[src/rtl/vga_rect_fill.sv]
// Rectangle-fill pixel write generator: normalises and clips a box to the screen, then walks it in raster order.
// Latency: first write two cycles after command accept, then one write per accepted cycle; done pulse one cycle after the last write.
// Backpressure: pix_ready_i low holds the current write stable; new commands are accepted only while idle.
module vga_rect_fill #(
    parameter int X_BITS     = 11,
    parameter int Y_BITS     = 11,
    parameter int HD         = 1280,
    parameter int VD         = 1024,
    parameter int COLOR_BITS = 2
) (
    input  logic                     clk_i,
    input  logic                     arstn_i,
    input  logic                     cmd_valid_i,
    output logic                     cmd_ready_o,
    input  logic [X_BITS-1:0]        cmd_x0_i,
    input  logic [Y_BITS-1:0]        cmd_y0_i,
    input  logic [X_BITS-1:0]        cmd_x1_i,
    input  logic [Y_BITS-1:0]        cmd_y1_i,
    input  logic [COLOR_BITS-1:0]    cmd_color_i,
    input  logic                     pix_ready_i,
    output logic                     we_o,
    output logic [X_BITS-1:0]        addr_x_o,
    output logic [Y_BITS-1:0]        addr_y_o,
    output logic [COLOR_BITS-1:0]    color_o,
    output logic                     busy_o,
    output logic                     done_o,
    output logic [X_BITS+Y_BITS-1:0] pix_count_o
);

    localparam int PC_W = X_BITS + Y_BITS;

    // Screen limits widened by one bit so HD/VD themselves are representable.
    localparam logic [X_BITS:0]   HD_W  = (X_BITS + 1)'(HD);
    localparam logic [Y_BITS:0]   VD_W  = (Y_BITS + 1)'(VD);
    localparam logic [X_BITS-1:0] X_MAX = X_BITS'(HD - 1);
    localparam logic [Y_BITS-1:0] Y_MAX = Y_BITS'(VD - 1);

    typedef enum logic [1:0] {
        IDLE = 2'd0,
        CLIP = 2'd1,
        FILL = 2'd2,
        DONE = 2'd3
    } state_t;

    state_t state;

    // Raw corners as captured at accept time.
    logic [X_BITS-1:0] x0_q, x1_q;
    logic [Y_BITS-1:0] y0_q, y1_q;

    // Clipped box bounds used while filling.
    logic [X_BITS-1:0] xs_q, xe_q;
    logic [Y_BITS-1:0] ye_q;

    logic [X_BITS-1:0] xs_c, xe_c, xe_clip;
    logic [Y_BITS-1:0] ys_c, ye_c, ye_clip;
    logic              empty_c;
    logic              x_last, y_last;

    // Normalise corners and clip the far edge to the visible area.
    always_comb begin
        xs_c    = (x0_q < x1_q) ? x0_q : x1_q;
        xe_c    = (x0_q < x1_q) ? x1_q : x0_q;
        ys_c    = (y0_q < y1_q) ? y0_q : y1_q;
        ye_c    = (y0_q < y1_q) ? y1_q : y0_q;
        empty_c = ({1'b0, xs_c} >= HD_W) || ({1'b0, ys_c} >= VD_W);
        xe_clip = (xe_c > X_MAX) ? X_MAX : xe_c;
        ye_clip = (ye_c > Y_MAX) ? Y_MAX : ye_c;
        x_last  = (addr_x_o == xe_q);
        y_last  = (addr_y_o == ye_q);
    end

    // Command FSM with registered handshake, pixel and status outputs.
    always_ff @(posedge clk_i or negedge arstn_i) begin
        if (!arstn_i) begin
            state       <= IDLE;
            cmd_ready_o <= 1'b1;
            we_o        <= 1'b0;
            busy_o      <= 1'b0;
            done_o      <= 1'b0;
            addr_x_o    <= '0;
            addr_y_o    <= '0;
            color_o     <= '0;
            pix_count_o <= '0;
            x0_q        <= '0;
            x1_q        <= '0;
            y0_q        <= '0;
            y1_q        <= '0;
            xs_q        <= '0;
            xe_q        <= '0;
            ye_q        <= '0;
        end else begin
            case (state)
                IDLE: begin
                    done_o <= 1'b0;
                    if (cmd_valid_i) begin
                        x0_q        <= cmd_x0_i;
                        y0_q        <= cmd_y0_i;
                        x1_q        <= cmd_x1_i;
                        y1_q        <= cmd_y1_i;
                        color_o     <= cmd_color_i;
                        pix_count_o <= '0;
                        cmd_ready_o <= 1'b0;
                        busy_o      <= 1'b1;
                        state       <= CLIP;
                    end
                end
                CLIP: begin
                    if (empty_c) begin
                        done_o <= 1'b1;
                        state  <= DONE;
                    end else begin
                        xs_q     <= xs_c;
                        xe_q     <= xe_clip;
                        ye_q     <= ye_clip;
                        addr_x_o <= xs_c;
                        addr_y_o <= ys_c;
                        we_o     <= 1'b1;
                        state    <= FILL;
                    end
                end
                FILL: begin
                    if (pix_ready_i) begin
                        pix_count_o <= pix_count_o + PC_W'(1);
                        if (x_last) begin
                            if (y_last) begin
                                we_o   <= 1'b0;
                                done_o <= 1'b1;
                                state  <= DONE;
                            end else begin
                                addr_x_o <= xs_q;
                                addr_y_o <= addr_y_o + Y_BITS'(1);
                            end
                        end else begin
                            addr_x_o <= addr_x_o + X_BITS'(1);
                        end
                    end
                end
                DONE: begin
                    done_o      <= 1'b0;
                    busy_o      <= 1'b0;
                    cmd_ready_o <= 1'b1;
                    state       <= IDLE;
                end
                default: begin
                    state <= IDLE;
                end
            endcase
        end
    end

endmodule
[config.mk]
export PLATFORM = sky130hd
export DESIGN_NAME = vga_rect_fill
export DESIGN_NICKNAME = d
export VERILOG_FILES = /design/src/rtl/vga_rect_fill.sv
export SDC_FILE = /design/constraint.sdc
export NUM_CORES = 1
export LEC_CHECK = 0
export CAP_MARGIN = 40
export CORE_MARGIN = 8
export CORE_UTILIZATION = 55
export DETAILED_ROUTE_END_ITERATION = 8
export PLACE_DENSITY = 0.83
export SYNTH_ARGS = -nofsm -noshare
export SYNTH_HDL_FRONTEND = slang
export SYNTH_SLANG_ARGS = --single-unit
[constraint.sdc]
create_clock -name clk_i -period 3.05 [get_ports clk_i]
set_input_delay 0.61 -clock clk_i [delete_from_list [all_inputs] [get_ports clk_i]]
set_output_delay 0.61 -clock clk_i [all_outputs]
set_load 0.02 [all_outputs]
==> impl_metrics.ini <==
[power]
leakagePower_nw = 3.97
cellPowerDensity_nw_per_um2 = 1230
vdd_drop_max_mv = 0.659

[synthesis]
postSynthAreaPerCell_sq_um = 9.87
synth_common_cells = dfrtp_1 (128), nand2_1 (86), mux2_2 (58), nor2_1 (47), a21oi_1 (36)
synthTopCellsByArea = dfrtp_1 (45%), mux2_2 (9.1%), ha_1 (4.7%)
synth_fp_nets = 804
synth_top_area_share = 0.446
synth_cells = 727
synth-edff-count = 0
synth-seq-area-share = 0.450
ys.flop_type = dfrtp_1
synth_most_common_cell = dfrtp_1
synth_area_sq_um = 7180
synth.distinct_cells = 61
ys_warn_count = 0
ys_ff_latch = 129
synthArstFlopShare = 1.00
yosysTopAreaCell = dfrtp_1

[cts]
cts_buffers = 17
cts.reportedPaths.clkPinSlew_ns = 0.05
cts_setup_buffers = 0
holdBufCountCts = 0
clock_tree.buffer_depth = 2
cts_resized = 0
cts_root_buf = clkbuf_16
tritoncts = yes
clock_latency_ns = 0.42
clock-sinks = 129
ctsHtreeMaxLevel = 4

[sta]
finalCriticalPeriod_ns = 2.89
tns_ns = 0
fin_crit_sh = 0.949
fmax_mhz = 346
finalClockSkew_ns = 0.00930
tightest_slew_ns = 0.761
rsz0062_at_grt = false
relSlewSlack = 0.492
setup_viol = 0
hold_slack_ns = 0.254
timing_hold_violations_final = 0
final_max_slew_viol_count = 0

[worst_setup_path]
r2r-end = xe_q[0]
reg2reg_slack_ns = 0.16
path_max_fanout = 21
cp-end-kind = flip-flop
path_class = reg2reg
worstRegToRegCells = 10
crit_required_ns = 3.35
arrival_ns = 3.19
rr_startpoint = x1_q[6]
setup.worst_path.start_class = flip-flop

[detailed_routing]
route.detailed.drc = 0
vias_per_cell = 5.93
drt-pass1-iter-count = 6
drtIter0Drc = 452
routed_wl_mm = 19.0
postRouteAntennaNets = 0
post_drt_wl_per_cell_um = 18.7
via_count = 6044

[final_layout]
drive_above_1_share = 0.145
n_antenna_cell = 0
fill_cells = 941
area_delta_synth_final_pct = 26.3
layout.nets = 911

[floorplanning]
core_sq_um = 12700
die_x_um = 130
row_count = 41
die-area_sq_um = 17000
io_pins = 100
start_util = 0.566
die_y_um = 130

[global_routing]
grt.busiest_layer = met2
grt_util_met3 = 0.0612
antenna_found_initial = 0
grtUsageMet2 = 0.383
grt_use_total = 0.237
grt_use_met1 = 0.302
grt_pass1_vias = 6097
grt_pass1_wl_mm = 31.3
grt_max_degree = 58
overflow = 0

[place]
gp_congestion = 0.944
dp_hpwl_mm = 13.7
io_buffers = 99

[run]
cap_violations = 0

[worst_hold_path]
worstHoldPathType = in2async

[status]
run_status = complete, no violations
-- how the worst max path moves through the flow --
| stage | from | to | slack (ns) | cells past startpoint |
|---|---|---|---|---|
| after floorplan | addr_x_o[0] | addr_y_o[9] | 0.52 | 8 |
| after global placement | pix_ready_i | addr_y_o[9] | 0.32 | 6 |
| after detailed placement | cmd_valid_i | pix_count_o[17] | 0.16 | 8 |
| after CTS | x0_q[6] | addr_x_o[4] | 0.25 | 8 |
| after global routing | x1_q[1] | addr_x_o[7] | 0.003 | 10 |
| final | x1_q[6] | xe_q[0] | 0.16 | 10 |
-- stage by stage --
stage	instance area (sq um)	total power, W	cells	utilization	setup slack (ns)
2_1_floorplan	7180	0.00704	727	-	0.521
3_3_place_gp	8480	0.00879	987	0.669	0.319
3_5_place_dp	8480	0.00901	987	0.669	0.159
4_1_cts	9060	0.0111	1019	0.715	0.248
5_1_grt	9060	0.0119	1019	0.715	0.00295
6_report	9060	0.0112	1019	0.715	0.156
-- cell type report --
type	count	area, sq um	share of cell area
clock buffer	23	478	0.0527
clock inverter	9	106	0.0117
inverter	32	120	0.0133
multi-input combinational	532	3700	0.409
sequential	129	3230	0.356
tap	172	215	0.0237
timing repair buffer	122	1210	0.134
-- placed cells by master (no fill, tap or decap), types with 21 or more instances in the layout --
cell,count
nand2_1,85
ha_1,27
xnor2_1,21
mux2_2,58
a21oi_1,36
clkdlybuf4s50_1,98
o21ai_0,35
inv_1,32
dfrtp_1,128
nor2_1,47
xor2_1,28
-- critical path: stages (launching register included) --
cell	delay (ns)
dfrtp_1	0.37
inv_1	0.07
ha_1	0.29
nand2_1	0.09
o21ai_0	0.39
a31oi_1	0.20
o211ai_1	0.26
o2111ai_4	0.46
a31oi_1	0.32
buf_4	0.22
a2bb2oi_1	0.09
-- power breakdown --
part           switching [W]  internal, W
logic                0.00327      0.00262
registers           0.000826      0.00244
clock network       0.000735      0.00126
-- cell families after synthesis --
family | count (synthesis) | synth area share
compound gates | 157 | 0.141
buf+inv | 66 | 0.0375
mux | 75 | 0.115
fa+ha+maj | 27 | 0.0471
simple gates | 224 | 0.150
xor+xnor | 49 | 0.0598
flops | 129 | 0.450
-- per-layer routing --
layer	wire, um	share of wire
met3	1520	0.080
met2	9020	0.47
met5	0	0
met4	373	0.020
met1	8110	0.43
-- registers in the layout, summed over array words and instances, names as in the netlist, 2 cells and up --
signal,cells
ye_q,11
xe_q,11
addr_x_o,11
addr_y_o,11
xs_q,11
y1_q,11
y0_q,11
state,2
color_o,2
x0_q,11
pix_count_o,22
x1_q,11
Power figures use the tool's default switching activity.
